`src/rtl/alu_pkg.sv`:
```
// Shared ALU interface constants: control codes, ALUOp/funct encodings and
// the issue-stage state encoding.
package alu_pkg;

  localparam int DATA_W = 32;

  localparam logic [2:0] ALUCTR_ADD = 3'b000;
  localparam logic [2:0] ALUCTR_SUB = 3'b001;
  localparam logic [2:0] ALUCTR_OR  = 3'b010;
  localparam logic [2:0] ALUCTR_AND = 3'b011;
  localparam logic [2:0] ALUCTR_MUL = 3'b100;

  localparam logic [1:0] ALUOP_ADD   = 2'b00;
  localparam logic [1:0] ALUOP_SUB   = 2'b01;
  localparam logic [1:0] ALUOP_RTYPE = 2'b10;
  localparam logic [1:0] ALUOP_OR    = 2'b11;

  localparam logic [5:0] FUNCT_ADD = 6'b100000;
  localparam logic [5:0] FUNCT_SUB = 6'b100010;
  localparam logic [5:0] FUNCT_OR  = 6'b100101;
  localparam logic [5:0] FUNCT_AND = 6'b100100;
  localparam logic [5:0] FUNCT_MUL = 6'b011000;

  typedef enum logic [1:0] {
    IDLE     = 2'b00,
    MUL_WAIT = 2'b01,
    HOLD     = 2'b10
  } state_e;

endpackage

```
`src/rtl/alu_ctrl_dec.sv`:
```
// Combinational ALUOp/funct decoder producing the 3-bit ALU control code.
module alu_ctrl_dec
  import alu_pkg::*;
(
  input  logic [1:0] aluop_i,
  input  logic [5:0] funct_i,
  output logic [2:0] aluctr_o,
  output logic       illegal_o
);

  always_comb begin
    aluctr_o  = ALUCTR_ADD;
    illegal_o = 1'b0;
    case (aluop_i)
      ALUOP_ADD: aluctr_o = ALUCTR_ADD;
      ALUOP_SUB: aluctr_o = ALUCTR_SUB;
      ALUOP_OR:  aluctr_o = ALUCTR_OR;
      default: begin
        case (funct_i)
          FUNCT_ADD: aluctr_o = ALUCTR_ADD;
          FUNCT_SUB: aluctr_o = ALUCTR_SUB;
          FUNCT_OR:  aluctr_o = ALUCTR_OR;
          FUNCT_AND: aluctr_o = ALUCTR_AND;
          FUNCT_MUL: aluctr_o = ALUCTR_MUL;
          // Unknown R-type funct falls back to add and is flagged.
          default: begin
            aluctr_o  = ALUCTR_ADD;
            illegal_o = 1'b1;
          end
        endcase
      end
    endcase
  end

endmodule

```
`src/rtl/alu_issue_stage.sv`:
```
// ID/EX issue stage: decodes the ALU control code, registers operands and offers
// them downstream with valid/ready, holding MUL operands stable while the multiplier settles.
module alu_issue_stage
  import alu_pkg::*;
#(
  parameter int MUL_CYCLES = 3,
  parameter int CNT_W      = 2
) (
  input  logic              clk_i,
  input  logic              rst_i,
  input  logic              in_valid_i,
  output logic              in_ready_o,
  input  logic [1:0]        aluop_i,
  input  logic [5:0]        funct_i,
  input  logic [DATA_W-1:0] rs_data_i,
  input  logic [DATA_W-1:0] rt_data_i,
  input  logic [DATA_W-1:0] imm_i,
  input  logic              alusrc_i,
  input  logic [4:0]        rd_i,
  input  logic              flush_i,
  input  logic              out_ready_i,
  output logic              out_valid_o,
  output logic [DATA_W-1:0] data1_o,
  output logic [DATA_W-1:0] data2_o,
  output logic [2:0]        aluctr_o,
  output logic [4:0]        rd_o,
  output logic              illegal_o
);

  localparam logic [CNT_W-1:0] CNT_LOAD = CNT_W'(MUL_CYCLES - 1);
  localparam logic [CNT_W-1:0] CNT_ONE  = CNT_W'(1);

  state_e            state_q;
  state_e            load_state_d;
  logic [CNT_W-1:0]  cnt_q;
  logic [CNT_W-1:0]  cnt_load_d;
  logic [DATA_W-1:0] data1_q, data2_q, data2_d;
  logic [2:0]        aluctr_q, dec_ctr;
  logic [4:0]        rd_q;
  logic              illegal_q, dec_ill;
  logic              accept, is_mul;

  alu_ctrl_dec u_dec (
    .aluop_i   (aluop_i),
    .funct_i   (funct_i),
    .aluctr_o  (dec_ctr),
    .illegal_o (dec_ill)
  );

  assign data2_d    = alusrc_i ? imm_i : rt_data_i;
  assign in_ready_o = rst_i & ((state_q == IDLE) | ((state_q == HOLD) & out_ready_i));
  assign accept     = in_valid_i & in_ready_o & ~flush_i;
  assign is_mul     = (dec_ctr == ALUCTR_MUL);

  // A single-cycle multiplier needs no wait phase and goes straight to HOLD.
  always_comb begin
    load_state_d = HOLD;
    cnt_load_d   = '0;
    if (is_mul && (MUL_CYCLES > 1)) begin
      load_state_d = MUL_WAIT;
      cnt_load_d   = CNT_LOAD;
    end
  end

  always_ff @(posedge clk_i) begin
    if (!rst_i) begin
      state_q   <= IDLE;
      cnt_q     <= '0;
      data1_q   <= '0;
      data2_q   <= '0;
      aluctr_q  <= ALUCTR_ADD;
      rd_q      <= '0;
      illegal_q <= 1'b0;
    end else if (flush_i) begin
      state_q <= IDLE;
      cnt_q   <= '0;
    end else if (accept) begin
      state_q   <= load_state_d;
      cnt_q     <= cnt_load_d;
      data1_q   <= rs_data_i;
      data2_q   <= data2_d;
      aluctr_q  <= dec_ctr;
      rd_q      <= rd_i;
      illegal_q <= dec_ill;
    end else begin
      case (state_q)
        MUL_WAIT: begin
          cnt_q <= cnt_q - CNT_ONE;
          if (cnt_q == CNT_ONE) state_q <= HOLD;
        end
        HOLD: begin
          if (out_ready_i) state_q <= IDLE;
        end
        IDLE: state_q <= IDLE;
        default: begin
          state_q <= IDLE;
          cnt_q   <= '0;
        end
      endcase
    end
  end

  assign out_valid_o = (state_q == HOLD);
  assign data1_o     = data1_q;
  assign data2_o     = data2_q;
  assign aluctr_o    = aluctr_q;
  assign rd_o        = rd_q;
  assign illegal_o   = illegal_q;

endmodule

```
`config.mk`:
```
export PLATFORM = sky130hd
export DESIGN_NAME = alu_issue_stage
export DESIGN_NICKNAME = d
export VERILOG_FILES = /design/src/rtl/alu_pkg.sv /design/src/rtl/alu_ctrl_dec.sv /design/src/rtl/alu_issue_stage.sv
export SDC_FILE = /design/constraint.sdc
export NUM_CORES = 1
export LEC_CHECK = 0
export ABC_CLOCK_PERIOD_IN_PS = 1800
export CORE_MARGIN = 2
export CORE_UTILIZATION = 35
export CTS_BUF_LIST = sky130_fd_sc_hd__clkbuf_4 sky130_fd_sc_hd__clkbuf_8
export DETAILED_ROUTE_END_ITERATION = 7
export PLACE_DENSITY_LB_ADDON = 0.05
export REMOVE_ABC_BUFFERS = 1
export SETUP_SLACK_MARGIN = 0.15
export SLEW_MARGIN = 10
export SYNTH_ARGS = -nofsm -noshare
export SYNTH_HDL_FRONTEND = slang
export SYNTH_SLANG_ARGS = --single-unit
```
`constraint.sdc`:
```
create_clock -name clk_i -period 1.8 [get_ports clk_i]
set_clock_uncertainty 0.1 [all_clocks]
set_input_delay 0.27 -clock clk_i [delete_from_list [all_inputs] [get_ports clk_i]]
set_output_delay 0.27 -clock clk_i [all_outputs]
set_load 0.005 [all_outputs]
```
# Word-level counts from Yosys, hierarchy flattened
# Cells that the tools add are included.
totals:
  word_cells: 50
  reg_bits: 77
  input_bits: 115
  output_inout_bits: 75
op_classes:
  bitwise: 7
  eq_ne: 14
  n_reduce_logical: 8
  mux: 13
  n_addsub: 1
ops:
  columns: ["op", "count"]
  rows:
  - ["$mux W32", 1]
  - ["$eq A6 B6 Y1 const B", 4]
  - ["$mux W2", 6]
  - ["$pmux W3 S4", 1]
  - ["$pmux W3 S3", 1]
  - ["$pmux W2 S2", 2]
  - ["$eq A2 B1 Y1 const B", 3]
  - ["$eq A6 B5 Y1 const B", 1]
  - ["$reduce_or A5 Y1", 1]
  - ["$and A1 B1 Y1", 4]
  - ["$eq A2 B2 Y1 const B", 2]
  - ["$logic_not A2 Y1", 2]
  - ["$reduce_and A2 Y1", 2]
  - ["$reduce_or A2 Y1", 2]
  - ["$eq A3 B3 Y1 const B", 1]
  - ["$ne A3 B2 Y1 const B", 1]
  - ["$ne A3 B3 Y1 const B", 1]
  - ["$reduce_or A3 Y1", 1]
  - ["$mux W1", 2]
  - ["$ne A2 B1 Y1 const B", 1]
  - ["$not A1 Y1", 2]
  - ["$sub A2 B1 Y2 const B", 1]
  - ["$or A1 B1 Y1", 1]

# Logic depth before layout (Yosys ltp)
# Gate-level depths: netlist of the first run.
depth:
  ltp_word: 8
  mapped_depth: 6
  depth_no_buf: 4

# Modules after synthesis
# From an unflattened synthesis of the first run, not the netlist that was laid out.
hier_totals:
  cells_unflattened: 358
  area_unflattened_um2: 3430.8
modules_own_cells:
  columns: ["mod", "n_inst", "seq_area_each_um2", "cells_per_inst", "area_each_um2"]
  rows:
  - ["alu_issue_stage", 1, 1541.5, 343, 3326.9]
  - ["alu_ctrl_dec", 1, 0.0, 15, 103.8]

# Least setup slack after synthesis of the first run
# Ideal clock, no wire load.
synth_timing:
  path_type: "register to register"
  startpoint: "register state_q[1]"
  endpoint: "register state_q[0]"
  slack_ns: 0.005
  period_less_slack_ns: 1.795
  setup_ns: 0.067
  required_ns: 1.633
  arrival_ns: 1.628
  stages_incl_launch_ff: 6
  path_buffers: 1
  cell_sequence: "dfxtp_1 > and2b_4 > or4b_1 > buf_2 > or3_4 > a21oi_2"
synth_via:
  elab_chain_len: 8
  elab_cells_between_ends: 13
  classes_between: "eq/ne (4); mux (2); bitwise (5); reduce/logical (2)"
synth_rtl:
  columns: ["item", "line", "source"]
  rows:
  - ["from (decl)", "alu_issue_stage.sv:33", "state_e state_q;"]
  - ["from (signal assigned)", "alu_issue_stage.sv:78", "state_q <= load_state_d;"]
  - ["$eq A2 B2 Y1", "alu_issue_stage.sv:51, alu_issue_stage.sv:86", null]
  - ["$and A1 B1 Y1", "alu_issue_stage.sv:51", "assign in_ready_o = rst_i & ((state_q == IDLE) | ((state_q == HOLD) & out_ready_i));"]
  - ["$or A1 B1 Y1", "alu_issue_stage.sv:51", null]
  - ["$and A1 B1 Y1", "alu_issue_stage.sv:51", null]
  - ["$and A1 B1 Y1 (2 in series)", "alu_issue_stage.sv:52", "assign accept = in_valid_i & in_ready_o & ~flush_i;"]
  - ["$ne A3 B3 Y1 (no source line) or $ne A3 B2 Y1 (tied branches)", null, null]
  - ["$reduce_and A2 Y1 (no source line)", null, null]
# Several ways; a longest one is shown, not always the timed one.
# A chain may end at the register's enable or synchronous reset.

# Worst setup path in the final report of the first run
layout_timing:
  startpoint: "register state_q[1]"
  endpoint: "register aluctr_q[2], in the netlist aluctr_o[2]"
layout_via:
  elab_chain_len: 7
  elab_cells_between_ends: 8
  classes_between: "eq/ne (1); bitwise (5); reduce/logical (2)"
layout_rtl:
  columns: ["item", "line", "source"]
  rows:
  - ["$eq A2 B2 Y1", "alu_issue_stage.sv:51", null]
  - ["$and A1 B1 Y1", "alu_issue_stage.sv:51", null]
  - ["$or A1 B1 Y1 (*)", "alu_issue_stage.sv:51", null]
  - ["$and A1 B1 Y1 (*)", "alu_issue_stage.sv:51", null]
  - ["$and A1 B1 Y1 (*) (2 in series)", "alu_issue_stage.sv:52", null]
  - ["$reduce_and A2 Y1 (no source line) (*)", null, null]
  - ["to (signal assigned)", "alu_issue_stage.sv:82", "aluctr_q <= dec_ctr;"]
  - ["to (decl)", "alu_issue_stage.sv:38", "logic [2:0] aluctr_q, dec_ctr;"]
# Every way passes the cells marked *; elsewhere a longest branch is shown, timed or not.

==> out/summary.txt, run 1 <==
Final net count - 677
Global-route wire length before repair - 15000 um
Warning count from the yosys run - 0
Count of boundary I/O pins - 190
Run status - finished, final reports clean
Clock insertion delay at the later pin of the skew report - 330 ps
CORE AREA - 9150 um^2
Number of global-route vias before repair - 3133
Grt ovf - 0
Final cycle utilization of the critical path - 0.979
FF+latch count, synth - 77
Number of flops mapped to enable cells by yosys - 0
Total track usage - 0.187
Largest voltage drop on the vdd net - 0.420 mV
Static leakage - 2.63 nW
Post-route DRC violation count - 0
Synth top area cells - sky130_fd_sc_hd__dfxtp_1 (47%), sky130_fd_sc_hd__nand2_1 (12%), sky130_fd_sc_hd__mux2i_1 (10%)
Fraction of layout instances using a drive strength above 1 - 0.140
Number of antenna violations at the first check in global routing - 0
Site row count - 35
Max Slew Vio Count - 0
Count of distinct cell types in the synthesized netlist - 32
Clk pwr share - 0.386
Combinational cell fraction of total power - 0.179
Root buffer selected by CTS - sky130_fd_sc_hd__clkbuf_8
Top achievable clock speed - 568 MHz
Post-synthesis cell count - 355
P_int - 3.23 mW
Starting DRT DRC Count - 47
Count of inserted antenna diode cells - 0
Detailed Routing Iterations Pass 1 - 4
Antenna Nets Post-Route - 0
Number of sinks handled by clock tree synthesis - 77
Reg power frac - 0.435
Total count of hold-check failures in the final report - 0
Final weighted congestion of routability-driven global placement - 0.807
Crit Path Max Fanout - 3
Slowest cell on the critical path - sky130_fd_sc_hd__or4b_4
Final setup violation count - 0
Mean Syn Cell Area - 9.17 um^2
Transition at the pin with the smallest max-transition slack - 629 ps
Switching share of power - 0.222
End-of-flow core utilization - 0.654
Library cell occupying the most area in the post-synthesis netlist - sky130_fd_sc_hd__dfxtp_1
Critical path data required time - 1970 ps
HP Class - primary input to flop
Buffer depth of the longest clock path - 2
Die ar. - 10100 um^2
Worst hold margin - 268 ps
Category of the worst setup path launch point - flop
Top cells by instance count after synthesis - sky130_fd_sc_hd__nand2_1 (108), sky130_fd_sc_hd__dfxtp_1 (77), sky130_fd_sc_hd__a21boi_0 (37)
Vertical die dimension - 100 um
Via/cell ratio - 4.79
Cells along the critical path - and2b_4 -> or4b_4 -> or3_4 -> a21boi_2
CTS H-tree depth - 3
Predominant post-synthesis flop cell - sky130_fd_sc_hd__dfxtp_1
Worst Path Class, Setup - flop to flop
Effective utilization at floorplan - 0.356
Die extent in x - 100 um
Setup repair after global routing missed its margin - yes
Power Density - 693 nW/um^2
Final Critical Period - 1760 ps
Clock tree from TritonCTS - built
Type of element capturing the critical path - flop
Count of buffers from port buffering - 189
Reported net switching power - 0.921 mW
Total Routed Length - 9780 um
Hold bufs inserted after CTS - 0
Maximum number of pins on one net before global-route repair - 68
Syn Std Cell Area - 3260 um^2
Sequential element share of the synthesized area - 0.473
Area fraction of the dominant cell type after synthesis - 0.473
Most repeated cell in the gate-level netlist after synthesis - sky130_fd_sc_hd__nand2_1
Average wire per standard cell - 14.4 um
CTS Buf Count - 9
Vias - 3244
Clk pin slew, worst setup/hold paths - 80 ps
Tightest slew margin relative to the limit - 0.580
Setup TNS after final layout - 0 ps
Max cap viols - 0
Layout Area Growth over Synthesis - 83.7%
Ys async rst share - 0
Crit path DAT - 1930 ps
HPWL after detailed placement - 6810 um
Delay of the slowest cell on the worst path - 550 ps
metrics by stage:
step,setup slack (ps),std cells,total power [mW],area [um^2]
2_1_floorplan,-3480,327,2.02,3140
3_3_place_gp,-405,649,2.52,5400
3_5_place_dp,-439,649,2.52,5400
4_1_cts,-13.7,674,4.18,5890
5_1_grt,-19.0,677,4.31,5980
6_report,38.3,677,4.15,5980
registers in the layout, indices dropped and copies added, names as in the netlist:
signal     count
data2_o       32
state_q        2
aluctr_o       3
cnt_q          2
illegal_o      1
data1_o       32
rd_o           5
cell type report:
type / instances / area [um^2]
Fill cell: 795 / 3170
Tap cell: 111 / 139
Inverter: 5 / 18.8
Sequential cell: 77 / 1540
Clock inverter: 6 / 110
Clock buffer: 10 / 138
Timing Repair Buffer: 223 / 2360
Multi-Input combinational cell: 245 / 1670
power groups by stage:
stage	Sequential, mW	Clock (mW)	Combinational (mW)
detailed placement	1.84	0	0.680
floorplan	1.85	0	0.174
global placement	1.84	0	0.676
CTS	1.80	1.64	0.732
global route	1.81	1.70	0.798
finish	1.80	1.60	0.743
routing by layer:
layer,up-vias,global-route usage,share of wire
met5,-,0,0
met4,0,0.0601,0.012
met3,9,0.0631,0.084
met2,121,0.329,0.49
met1,1488,0.213,0.41
li1,1626,-,-
kinds of logic (layout without fill, tap and decap cells):
family / Yosys count / in the layout / share of synthesized area
AO/OA/AOI/OAI: 83 / 83 / 0.211
XOR/XNOR: 1 / 1 / 0.00269
adder cells (fa/ha/maj): 1 / 1 / 0.00384
buffers and inverters: 33 / 244 / 0.0411
flip-flops: 77 / 77 / 0.473
multiplexers: 33 / 33 / 0.101
AND/OR/NAND/NOR: 127 / 127 / 0.167
placed cells by master (no fill, tap or decap), types with 2 or more instances in the layout:
cell                                n
sky130_fd_sc_hd__buf_2              3
sky130_fd_sc_hd__nand3_1            3
sky130_fd_sc_hd__nand2_4            3
sky130_fd_sc_hd__nand2_1           96
sky130_fd_sc_hd__clkinvlp_4         2
sky130_fd_sc_hd__dlygate4sd2_1      3
sky130_fd_sc_hd__dfxtp_1           76
sky130_fd_sc_hd__inv_1              5
sky130_fd_sc_hd__buf_16             4
sky130_fd_sc_hd__a21boi_2           2
sky130_fd_sc_hd__buf_4             12
sky130_fd_sc_hd__a21boi_0          33
sky130_fd_sc_hd__nand2_2            9
sky130_fd_sc_hd__or3_1              2
sky130_fd_sc_hd__buf_6              9
sky130_fd_sc_hd__a21oi_1            4
sky130_fd_sc_hd__clkbuf_8          10
sky130_fd_sc_hd__a21boi_1           3
sky130_fd_sc_hd__a21oi_2            2
sky130_fd_sc_hd__clkdlybuf4s50_1  183
sky130_fd_sc_hd__a22oi_1            2
sky130_fd_sc_hd__buf_12             8
sky130_fd_sc_hd__bufinv_16          3
sky130_fd_sc_hd__o211a_1           32
sky130_fd_sc_hd__mux2i_1           33
critical path, delay by kind of cell (launching register included):
kind | cells | cell delay [ps]
AND/OR/NAND/NOR | 3 | 1150
flip-flops | 1 | 320
AO/OA/AOI/OAI | 1 | 130
final timing paths:
kind,from,endpoint,slack [ps],cells after the start
setup / recovery,state_q[1]$_SDFFE_PP0P_,aluctr_o[2]$_SDFFE_PN0P_,40,4
hold / removal,rst_i,state_q[0]$_SDFFE_PP0P_,270,4
setup reg to reg,state_q[1]$_SDFFE_PP0P_,aluctr_o[2]$_SDFFE_PN0P_,40,4
hold reg to reg,data1_o[5]$_SDFFE_PN0P_,data1_o[5]$_SDFFE_PN0P_,350,2
timing repair:
item / in CTS / in global routing
setup endpoints to repair: 79 / 76
pin swaps: 11 / 9
gates cloned: 4 / 2
setup buffers: 5 / 1
endpoints found under the hold margin: 0 / 0
gates resized for setup: 40 / 11
No activity file was read; power rests on OpenSTA's default activity.
==> inputs of run 2 (changes only) <==
--- a/config.mk
+++ b/config.mk
@@ -6,6 +6,7 @@
 export NUM_CORES = 1
 export LEC_CHECK = 0
 export ABC_CLOCK_PERIOD_IN_PS = 1800
+export CORE_ASPECT_RATIO = 1.5
 export CORE_MARGIN = 2
 export CORE_UTILIZATION = 35
 export CTS_BUF_LIST = sky130_fd_sc_hd__clkbuf_4 sky130_fd_sc_hd__clkbuf_8
==> constraint.sdc (replaced) <==
create_clock -name clk_i -period 1.8 [get_ports clk_i]
set_clock_uncertainty 0.1 [all_clocks]
set_input_delay 0.36 -clock clk_i [delete_from_list [all_inputs] [get_ports clk_i]]
set_output_delay 0.36 -clock clk_i [all_outputs]
set_load 0.005 [all_outputs]
==> out/summary.txt, run 2 (synthesis results as in run 1) <==
Delay of the slowest cell on the worst path - 570 ps (was 550 ps)
Reported net switching power - 1.02 mW (was 0.921 mW)
Buffer depth of the longest clock path - 2 (unchanged)
Clock tree from TritonCTS - built (unchanged)
Non-Filler Instances - 706 (was 677)
Total track usage - 0.217 (was 0.187)
Final worst-path setup slack - -110 ps (was 38.3 ps)
Setup TNS after final layout - -2930 ps (was 0 ps)
Most common library cell in the layout ignoring fill and taps - sky130_fd_sc_hd__clkdlybuf4s50_1 (unchanged)
Combinational cell fraction of total power - 0.220 (was 0.179)
Reg power frac - 0.443 (was 0.435)
Number of sinks handled by clock tree synthesis - 77 (unchanged)
Number of global-route vias before repair - 3385 (was 3133)
Starting DRT DRC Count - 114 (was 47)
Final net count - 705 (was 677)
Worst hold margin - 362 ps (was 268 ps)
Total buffers and inverters traversed by the critical path - 1 (was 0)
Cells along the critical path - and2b_4 -> buf_6 -> or4b_4 -> or3_4 -> a21boi_1 (was and2b_4 -> or4b_4 -> or3_4 -> a21boi_2)
Crit path DAT - 2100 ps (was 1930 ps)
Violated checks - negative setup slack
Crit Path Max Fanout - 6 (was 3)
Type of element capturing the critical path - flop (unchanged)
Clock insertion delay at the later pin of the skew report - 350 ps (was 330 ps)
Switching share of power - 0.250 (was 0.222)
Final cycle utilization of the critical path - 1.06 (was 0.979)
Setup repair after global routing missed its margin - yes (unchanged)
Grt ovf - 0 (unchanged)
Gate family responsible for the most delay along the worst path - simple AND/OR/NAND/NOR gates (unchanged)
Post-layout power - 4.09 mW (was 4.15 mW)
Antenna Nets Post-Route - 0 (unchanged)
Die extent in x - 82.8 um (was 100 um)
Clk pwr share - 0.337 (was 0.386)
Final setup violation count - 66 (was 0)
Count of buffers from port buffering - 189 (unchanged)
P_int - 3.07 mW (was 3.23 mW)
Final weighted congestion of routability-driven global placement - 0.723 (was 0.807)
Largest voltage drop on the vdd net - 0.442 mV (was 0.420 mV)
Highest-count cells in the layout ignoring fill and taps - sky130_fd_sc_hd__clkdlybuf4s50_1 (110), sky130_fd_sc_hd__dlygate4sd2_1 (73), sky130_fd_sc_hd__dfxtp_1 (56) (was sky130_fd_sc_hd__clkdlybuf4s50_1 (183), sky130_fd_sc_hd__nand2_1 (96), sky130_fd_sc_hd__dfxtp_1 (76))
Total Routed Length - 11700 um (was 9780 um)
End-of-flow core utilization - 0.751 (was 0.654)
Effective utilization at floorplan - 0.356 (about the same)
Final Critical Period - 1910 ps (was 1760 ps)
Fraction of layout instances using a drive strength above 1 - 0.330 (was 0.140)
Vertical die dimension - 122 um (was 100 um)
Total count of hold-check failures in the final report - 0 (unchanged)
Clk pin slew, worst setup/hold paths - 80 ps (about the same)
Category of the worst setup path launch point - flop (unchanged)
HP Class - flop to flop (was primary input to flop)
Layout Area Growth over Synthesis - 111% (was 83.7%)
Root buffer selected by CTS - sky130_fd_sc_hd__clkbuf_8 (unchanged)
Max Slew Vio Count - 0 (unchanged)
Global-route wire length before repair - 16500 um (was 15000 um)
Count of inserted antenna diode cells - 0 (unchanged)
Static leakage - 3.43 nW (was 2.63 nW)
CTS H-tree depth - 3 (unchanged)
Post-route DRC violation count - 0 (unchanged)
Via/cell ratio - 4.97 (was 4.79)
Pre-CTS WS - -546 ps (was -439 ps)
CORE AREA - 9150 um^2 (about the same)
Max cap viols - 0 (unchanged)
HPWL after detailed placement - 6680 um (was 6810 um)
Maximum number of pins on one net before global-route repair - 61 (was 68)
Detailed Routing Iterations Pass 1 - 4 (unchanged)
Tightest slew margin relative to the limit - 0.628 (was 0.580)
Number of antenna violations at the first check in global routing - 0 (unchanged)
Worst Path Class, Setup - flop to flop (unchanged)
Run status - complete, but fails checks (was finished, final reports clean)
Transition at the pin with the smallest max-transition slack - 558 ps (was 629 ps)
Post-place instance area - 5400 um^2 (about the same)
Cell area after layout - 6870 um^2 (was 5980 um^2)
Power Density - 596 nW/um^2 (was 693 nW/um^2)
Die ar. - 10100 um^2 (about the same)
Critical path data required time - 1990 ps (was 1970 ps)
Count of boundary I/O pins - 190 (unchanged)
Vias - 3509 (was 3244)
Top achievable clock speed - 524 MHz (was 568 MHz)
Slowest cell on the critical path - sky130_fd_sc_hd__or4b_4 (unchanged)
Instance count after placement with tap cells included - 647 (was 649)
Site row count - 43 (was 35)
Hold bufs inserted after CTS - 0 (unchanged)
Average wire per standard cell - 16.6 um (was 14.4 um)
CTS Buf Count - 9 (unchanged)
## run 2: what timing repair did
item                       in CTS  in global routing
setup endpoints to repair     152                 80
setup buffers                  22                  3
resized for setup             173                118
cloned                         15                  3
pin swaps                      19                 56
## run 2: worst reg2reg max path: cells and delay by family, from the launching register on
family                 cells  cell delay, ps
buffers and inverters      1             110
and+or+nand+nor            3            1130
DFF                        1             360
AOI/OAI and AO/OA          1             140
## run 2: final cells by class
type | count | area (um^2)
Timing Repair Buffer | 251 | 2900
Clock inverter | 5 | 58.8
Multi-Input combinational cell | 245 | 2030
Tap cell | 112 | 140
Sequential cell | 77 | 1570
Inverter | 5 | 18.8
Clock buffer | 11 | 151
Fill cell | 678 | 2280
## run 2: power by group through the flow
stage	sequential (mW)	clock [mW]	combinational, mW
after floorplan	1.85	0	0.174
after global placement	1.84	0	0.676
after detailed placement	1.84	0	0.682
after CTS	1.80	1.41	0.824
after global routing	1.82	1.48	0.957
final	1.81	1.38	0.899
## run 2: final timing paths
path	from	end	slack (ps)	depth (start not counted)
setup / recovery	state_q[1]$_SDFFE_PP0P_	aluctr_o[2]$_SDFFE_PN0P_	-110	5
hold / removal	data1_o[6]$_SDFFE_PN0P_	data1_o[6]$_SDFFE_PN0P_	360	2
setup reg to reg	state_q[1]$_SDFFE_PP0P_	aluctr_o[2]$_SDFFE_PN0P_	-110	5
hold reg to reg	data1_o[6]$_SDFFE_PN0P_	data1_o[6]$_SDFFE_PN0P_	360	2
## run 2: per-layer routing
metal	track usage	wire length (um)	vias up
met1	0.223	4080	1654
met5	0	0	-
met2	0.382	6410	136
met3	0.0689	857	24
met4	0.115	358	0
li1	-	-	1695
==> inputs of run 3 (changes only) <==
--- a/config.mk
+++ b/config.mk
@@ -11,6 +11,7 @@
 export CORE_UTILIZATION = 35
 export CTS_BUF_LIST = sky130_fd_sc_hd__clkbuf_4 sky130_fd_sc_hd__clkbuf_8
 export DETAILED_ROUTE_END_ITERATION = 7
+export GPL_TIMING_DRIVEN = 0
 export PLACE_DENSITY_LB_ADDON = 0.05
 export REMOVE_ABC_BUFFERS = 1
 export SETUP_SLACK_MARGIN = 0.15
==> out/summary.txt, run 3 (synthesis results as in run 1) <==
Die ar. - 10100 um^2 (unchanged)
Maximum number of pins on one net before global-route repair - 33 (was 61)
Number of global-route vias before repair - 3116 (was 3385)
Non-Filler Instances - 688 (was 706)
Delay of the slowest cell on the worst path - 530 ps (was 570 ps)
Post-route DRC violation count - 0 (unchanged)
CTS H-tree depth - 3 (unchanged)
CTS Buf Count - 9 (unchanged)
Global-route wire length before repair - 14600 um (was 16500 um)
Gate family responsible for the most delay along the worst path - simple AND/OR/NAND/NOR gates (unchanged)
Hold bufs inserted after CTS - 0 (unchanged)
HP Class - primary input to flop (was flop to flop)
Setup repair after global routing missed its margin - yes (unchanged)
Slowest cell on the critical path - sky130_fd_sc_hd__or4b_4 (unchanged)
Count of buffers from port buffering - 189 (unchanged)
Number of antenna violations at the first check in global routing - 0 (unchanged)
Buffer depth of the longest clock path - 2 (unchanged)
Cells along the critical path - and2b_4 -> or4b_4 -> or3_4 -> a21oi_2 (was and2b_4 -> buf_6 -> or4b_4 -> or3_4 -> a21boi_1)
Site row count - 43 (unchanged)
Fraction of layout instances using a drive strength above 1 - 0.264 (was 0.330)
Total Routed Length - 10100 um (was 11700 um)
Tightest slew margin relative to the limit - 0.756 (was 0.628)
Detailed Routing Iterations Pass 1 - 4 (unchanged)
Average wire per standard cell - 14.7 um (was 16.6 um)
Total buffers and inverters traversed by the critical path - 0 (was 1)
Crit path DAT - 1890 ps (was 2100 ps)
Combinational cell fraction of total power - 0.190 (was 0.220)
Final cycle utilization of the critical path - 0.954 (was 1.06)
Starting DRT DRC Count - 120 (was 114)
Transition at the pin with the smallest max-transition slack - 365 ps (was 558 ps)
Clock insertion delay at the later pin of the skew report - 340 ps (was 350 ps)
Reported net switching power - 0.945 mW (was 1.02 mW)
Pre-CTS WS - -1570 ps (was -546 ps)
Count of inserted antenna diode cells - 0 (unchanged)
Hold path cells - 2 (unchanged)
Type of element capturing the critical path - flop (unchanged)
Post-layout power - 4.08 mW (was 4.09 mW)
Number of cell instances on the worst register-to-register path - 4 (was 5)
Grt ovf - 0 (unchanged)
Switching share of power - 0.231 (was 0.250)
R2R Setup Slk - 80 ps (was -110 ps)
Final setup violation count - 0 (was 66)
Total count of hold-check failures in the final report - 0 (unchanged)
Instance count on the critical path - 4 (was 5)
Critical path data required time - 1980 ps (was 1990 ps)
Worst Path Class, Setup - flop to flop (unchanged)
Category of the worst setup path launch point - flop (unchanged)
Clk pin slew, worst setup/hold paths - 80 ps (about the same)
Filler instances - 736 (was 678)
End-of-flow core utilization - 0.694 (was 0.751)
Antenna Nets Post-Route - 0 (unchanged)
Power Density - 643 nW/um^2 (was 596 nW/um^2)
Via/cell ratio - 4.83 (was 4.97)
Final worst-path setup slack - 83.5 ps (was -110 ps)
Static leakage - 3.24 nW (was 3.43 nW)
Die extent in x - 82.8 um (unchanged)
Largest voltage drop on the vdd net - 0.517 mV (was 0.442 mV)
Clk pwr share - 0.366 (was 0.337)
Crit Path Max Fanout - 4 (was 6)
Top achievable clock speed - 583 MHz (was 524 MHz)
CORE AREA - 9150 um^2 (unchanged)
Vias - 3320 (was 3509)
Max cap viols - 0 (unchanged)
Max Slew Vio Count - 0 (unchanged)
Layout Area Growth over Synthesis - 95.0% (was 111%)
Instance count after placement with tap cells included - 637 (was 647)
Count of boundary I/O pins - 190 (unchanged)
Highest-count cells in the layout ignoring fill and taps - sky130_fd_sc_hd__clkdlybuf4s50_1 (110), sky130_fd_sc_hd__dlygate4sd2_1 (67), sky130_fd_sc_hd__nand2_1 (65) (was sky130_fd_sc_hd__clkdlybuf4s50_1 (110), sky130_fd_sc_hd__dlygate4sd2_1 (73), sky130_fd_sc_hd__dfxtp_1 (56))
P_int - 3.14 mW (was 3.07 mW)
HPWL after detailed placement - 6550 um (was 6680 um)
Root buffer selected by CTS - sky130_fd_sc_hd__clkbuf_8 (unchanged)
Total track usage - 0.190 (was 0.217)
Number of sinks handled by clock tree synthesis - 77 (unchanged)
Final Critical Period - 1720 ps (was 1910 ps)
Final weighted congestion of routability-driven global placement - 0.705 (was 0.723)
Run status - finished, final reports clean (was complete, but fails checks)
Effective utilization at floorplan - 0.356 (unchanged)
Most common library cell in the layout ignoring fill and taps - sky130_fd_sc_hd__clkdlybuf4s50_1 (unchanged)
Reg power frac - 0.444 (was 0.443)
Vertical die dimension - 122 um (unchanged)
Final net count - 687 (was 705)
Clock tree from TritonCTS - built (unchanged)
run 3: cell types whose count changed in the layout (fill, tap and decap cells not counted), moves of 5 or more:
cell,previous run,this run
sky130_fd_sc_hd__buf_12,17,12
sky130_fd_sc_hd__buf_16,16,6
sky130_fd_sc_hd__buf_4,13,20
sky130_fd_sc_hd__buf_6,11,4
sky130_fd_sc_hd__dlygate4sd2_1,73,67
sky130_fd_sc_hd__dlymetal6s2s_1,3,8
sky130_fd_sc_hd__nand2_1,45,65
sky130_fd_sc_hd__nand2_2,33,18
sky130_fd_sc_hd__nand2_4,30,25
run 3: worst paths after layout:
path	from	endpoint
min	rst_i	data2_o[20]$_SDFFE_PN0P_
max reg2reg	state_q[1]$_SDFFE_PP0P_	cnt_q[1]$_SDFFE_PP0P_
max	state_q[1]$_SDFFE_PP0P_	cnt_q[1]$_SDFFE_PP0P_
min reg2reg	illegal_o$_SDFFE_PN0P_	illegal_o$_SDFFE_PN0P_
run 3: area by class of cell:
cell class / count / area, um^2 / area share
clock buffer: 11 / 151 / 0.0238
inverter: 5 / 18.8 / 0.00296
tap: 112 / 140 / 0.0221
sequential: 77 / 1570 / 0.248
multi-input combinational: 245 / 1900 / 0.299
clock inverter: 5 / 82.6 / 0.0130
timing repair buffer: 233 / 2490 / 0.391
run 3: what timing repair did:
item | CTS | global route
resized for setup | 179 | 69
gates cloned | 6 | 2
pin swaps | 17 | 43
buffers inserted | 20 | 7
setup endpoints to repair | 151 | 67
run 3: metal layers:
layer,routed length (um),vias to the layer above,part of all wire,global-route usage
met5,0,-,0,0
met3,777,11,0.077,0.0667
met2,5470,112,0.54,0.336
met1,3740,1539,0.37,0.201
met4,136,0,0.013,0.0727
li1,-,1658,-,-
run 3: worst reg2reg max path: stages, from the launching register on:
cell	delay, ps
sky130_fd_sc_hd__dfxtp_2	330
sky130_fd_sc_hd__and2b_4	170
sky130_fd_sc_hd__or4b_4	530
sky130_fd_sc_hd__or3_4	380
sky130_fd_sc_hd__a21oi_2	140
run 3: per-stage QoR:
step / instance area [um^2] / setup TNS [ps] / hold WS [ps]
3_5_place_dp: 5300 / -89520 / 348
3_3_place_gp: 5170 / -616410 / 343
4_1_cts: 6000 / 0 / 196
2_1_floorplan: 3140 / -249900 / 350
5_1_grt: 6350 / 0 / 197
6_report: 6350 / 0 / 224
run 3: power groups by stage:
stage          clock [mW]  combinational (mW)  sequential, mW
2_1_floorplan           0               0.174            1.85
3_3_place_gp            0               0.656            1.84
3_5_place_dp            0               0.662            1.84
4_1_cts              1.54               0.733            1.80
5_1_grt              1.62               0.834            1.82
6_report             1.50               0.777            1.81
==> patch 1: new RTL, settings of run 3 <==
Change the parameter `CNT_W` from 2 to 4.
--- a/src/rtl/alu_issue_stage.sv
+++ b/src/rtl/alu_issue_stage.sv
@@ -6,3 +6,3 @@
   parameter int MUL_CYCLES = 3,
-  parameter int CNT_W      = 2
+  parameter int CNT_W      = 4
 ) (
Function: same outputs for any inputs over 4 cycles, from zero or initial values and one cycle with rst_i low; that may be too few to reach the edited logic, so the function may still have changed.
==> patch 1 against run 3 <==
- non-clock buffer count fell by 10
- the run now ends with setup timing left
- combinational power shrank 4.9%
- largest power group unchanged
- worst setup slack worse by 0.11 ns
- critical endpoint is now aluctr_o[1]
- largest cell class unchanged
- global-route usage decreased by 0.17 points
- synthesized area increased by 4.4%
- sequential cell count up 2
- cell area down 2.0%
- wire length increased by 2.9%
- power shrank 2.2%
==> patch 1: results (changes against run 3) <==
| Metric | Value |
|---|---|
| Outcome | `finished, violations left` |
| Failing checks | `setup timing` |
| Critical path arrival | `2.01 ns (+0.12 ns)` |
| Maximum VDD drop | `0.449 mV (-13%)` |
| Layout Nets | `698 (+1.6%)` |
| XOR/XNOR Fraction of Synth Area | `0.00515 (+0.00246)` |
| H-tree Lvls | `3 (unchanged)` |
| Yosys top cell area share | `0.465 (-0.00825)` |
| CTS clk-pin slew, worst paths | `0.08 ns (about the same)` |
| Largest cells by area after synthesis | `dfxtp_1, nand2_1, mux2i_1` |
| Clock Tree Root | `clkbuf_8` |
| Seq/Total Area, Yosys | `0.465 (-0.00825)` |
| Reg2reg path depth | `5 (+1)` |
| Actual slew at the worst max-slew pin | `0.367 ns (+0.00218 ns)` |
| HP Class | `in -> reg` |
| Fillers | `864 (+17%)` |
| Post-synth ARST share | `0 (unchanged)` |
| Setup violators final | `2 (+2)` |
| Ys flop type | `dfxtp_1` |
| Final setup TNS | `-0.0511 ns (-0.0511 ns)` |
| Vias in the first global route | `3297 (+5.8%)` |
| Most frequent cells after synthesis | `nand2_1, dfxtp_1, a21boi_0, mux2i_1, o211a_1` |
| Count of cell types in the netlist | `33 (+3.1%)` |
| Clock Latency Late Sink | `0.35 ns` |
| Final Wtd Congestion | `0.800 (+13%)` |
| Layout cells sized above 1 | `0.224 (-0.0403)` |
| CTS Buffer Depth | `2 (unchanged)` |
| Post-synthesis adder-cell area fraction | `0.00736 (+0.00352)` |
| Antenna violations before repair | `0 (unchanged)` |
| Pins over their slew limit | `0 (unchanged)` |
| Drt wl/cell | `14.9 um (+1.0%)` |
| First-pass GRT wire length | `15900 um (+8.9%)` |
| Iter 0 DRT Violations | `125 (+4.2%)` |
| FF+latch area | `1600 um2 (+2.0%)` |
| Pin count of the biggest net entering global routing | `40 (+21%)` |
| Leak | `3.13 nW (-3.4%)` |
| Synth warn | `0 (unchanged)` |
| Synth Area in Compound Gates | `0.209 (-0.00193)` |
| Vias per cell | `4.87 (+1.0%)` |
| Cells on Worst Hold Path | `2 (unchanged)` |
| Number of diodes | `0 (unchanged)` |
| Mux contribution to synthesized area | `0.0971 (-0.00429)` |
| DP Wirelength | `6590 um (+0.56%)` |
| Final hold slack | `0.237 ns (+0.0132 ns)` |
| Gr usage total | `0.188 (-0.00166)` |
| Final Worst Setup Slack | `-0.0268 ns (-0.110 ns)` |
| Total CTS buffers | `9 (unchanged)` |
patch 1: changes by cell type after synthesis, moves of 2 or more:
cell,run 3,this run
or3_1,2,4
dfxtp_1,77,79
nand2_1,108,110
a31oi_1,1,4
nor2_1,1,6
patch 1: per-layer routing:
layer  wire length (um)  up-vias  global-route usage  part of all wire
li1                   -     1702                   -                 -
met1               3920     1584               0.196              0.38
met2               5570      116               0.340              0.53
met3                696       15              0.0656             0.067
met4                231        0              0.0710             0.022
met5                  0        -                   0                 0
patch 1: worst max-delay path, stage by stage (launching register included):
cell	delay, ns
dfxtp_4	0.35
nor2b_4	0.14
or4b_4	0.57
buf_6	0.14
or3_1	0.34
a21boi_1	0.12
patch 1: area by class of cell:
class	instances	share of cell area
Timing Repair Buffer	223	0.369
Tap cell	115	0.0231
Sequential cell	79	0.258
Clock inverter	3	0.00643
Clock buffer	13	0.0277
Multi-Input combinational cell	263	0.313
Inverter	5	0.00301
patch 1: kinds of logic after synthesis:
kind of cell    after synthesis
simple gates                138
compound gates               86
flops                        79
buf+inv                      34
mux                          33
xor+xnor                      2
fa+ha+maj                     2
patch 1: worst paths after layout:
path,startpoint,to
max,state_q[1],aluctr_o[1]
min,rst_i,data2_o[7]
max reg2reg,state_q[1],aluctr_o[1]
min reg2reg,data1_o[4],data1_o[4]
patch 1: what timing repair did:
action,in CTS,in global routing
buffers inserted,13,6
gates cloned,3,5
pin swaps,22,27
setup endpoints to repair,154,74
resized for setup,131,97
patch 1: where the power goes:
part	internal, mW	switching [mW]	leakage [nW]
Clock	0.767	0.647	0.113
Combinational	0.471	0.268	2.36
Sequential	1.81	0.0319	0.650
Total	3.05	0.947	3.13
patch 1: stage by stage:
stage | util | std cells | instance area (um2) | setup slack [ns] | power, mW
after global routing | 0.650 | 701 | 6230 | -0.0674 | 4.18
final | 0.650 | 701 | 6230 | -0.0268 | 4.00
after detailed placement | 0.567 | 658 | 5430 | -1.22 | 2.54
after CTS | 0.606 | 690 | 5800 | -0.0498 | 3.96
after global placement | 0.554 | 649 | 5310 | -8.90 | 2.54
after floorplan | - | 345 | 3270 | -3.74 | 2.07
==> patch 2: new RTL, flow settings as in run 3 <==
Made on the original files. Encoding of `state_e`: now one-hot (3 bits for 3 states).
--- a/src/rtl/alu_pkg.sv
+++ b/src/rtl/alu_pkg.sv
@@ -23,6 +23,6 @@
 
-  typedef enum logic [1:0] {
-    IDLE     = 2'b00,
-    MUL_WAIT = 2'b01,
-    HOLD     = 2'b10
+  typedef enum logic [2:0] {
+    IDLE     = 3'b001,
+    MUL_WAIT = 3'b010,
+    HOLD     = 3'b100
   } state_e;
Check against the original RTL: same outputs for any inputs over 4 cycles, from zero or initial values and one cycle with rst_i low; so few cycles prove little.
==> patch 2 against run 3 <==
- synthesized area is 2.5% lower
- cell area down 4.6%
- wire length increased by 15%
- power is essentially flat
- die area down 2.4%
- sequential cell count up 1
- clock power about the same
- worst setup slack lost 0.064 ns
- critical path type unchanged
- largest cell class unchanged
==> patch 2: results (changes against run 3) <==
| Metric | Value |
|---|---|
| Worst R2R Setup Slack | `0.02 ns (-0.06 ns)` |
| Met2 Use GR | `0.380 (+0.0439)` |
| Vias in the first global route | `3304 (+6.0%)` |
| Post-synthesis adder-cell area fraction | `0.00394 (+0.0000968)` |
| First-pass GRT wire length | `16400 um (+12%)` |
| Final Wtd Congestion | `0.775 (+10%)` |
| WL met1 | `4470 um (+19%)` |
| Worst-path fanout max | `8 (+4)` |
| Count of cell types in the netlist | `36 (+13%)` |
| Detailed Route WL | `11700 um (+15%)` |
| Maximum VDD drop | `0.391 mV (-24%)` |
| Reg-to-Reg End | `data1_o[30]` |
| Most frequent cells after synthesis | `dfxtp_1, nand2_1, a21oi_1, nor2_1, a211oi_1` |
| Clock network area share | `0.0376 (+0.000748)` |
| Final hold slack | `0.292 ns (+0.0681 ns)` |
| DP Wirelength | `6410 um (-2.2%)` |
| Worst slack, placed | `-1.17 ns (+0.402 ns)` |
| Dpl cells | `635 (-0.31%)` |
| Fraction of area in registers | `0.262 (+0.0144)` |
| Switch Pwr | `0.998 mW (+5.7%)` |
| Clock Sinks | `78 (+1.3%)` |
| Pin count of the biggest net entering global routing | `72 (+120%)` |
| Mux contribution to synthesized area | `0.104 (+0.00295)` |
| Combinational Power Share | `0.187 (-0.003)` |
| Buffers excl. clock | `221 (-5.2%)` |
| Fillers | `753 (+2.3%)` |
| Iter 0 DRT Violations | `127 (+5.8%)` |
| Critical path arrival | `1.98 ns (+0.09 ns)` |
| Outcome | `complete, no violations` |
| Worst path max stage delay | `0.37 ns (-0.16 ns)` |
| XOR/XNOR Fraction of Synth Area | `0.00276 (+0.0000678)` |
| CP top delay family | `buffers and inverters` |
| Largest cells by area after synthesis | `dfxtp_1, mux2i_1, nand2_1` |
| Post-synthesis instance total | `361 (+1.7%)` |
| Global Route met1 Usage | `0.235 (+0.0338)` |
| Relative slew slack | `0.694 (-0.0618)` |
| Leak | `2.62 nW (-19%)` |
patch 2: changes by cell type in the layout (fill, tap and decap cells not counted), moves of 8 or more:
cell | run 3 | this run
buf_12 | 12 | 4
a21oi_1 | 4 | 30
nand2_2 | 18 | 3
dlygate4sd2_1 | 67 | 75
a21boi_1 | 19 | 0
a21boi_2 | 12 | 0
a211oi_2 | 0 | 18
nand2_4 | 25 | 6
nor2_1 | 1 | 35
a211oi_1 | 0 | 15
o211a_1 | 32 | 1
patch 2: repair_timing:
action,in CTS,in global routing
gates cloned,10,4
setup buffers,16,9
resized for setup,123,67
setup endpoints to repair,152,76
pin swaps,9,8
patch 2: how the worst max path moves through the flow:
stage	end	slack [ns]	cells after the start
after floorplan	aluctr_o[1]	-1.42	4
after global placement	aluctr_o[1]	-2.96	5
after detailed placement	in_ready_o	-1.17	4
after CTS	in_ready_o	0.03	4
after global routing	data1_o[30]	-0.02	8
final	data1_o[30]	0.02	8
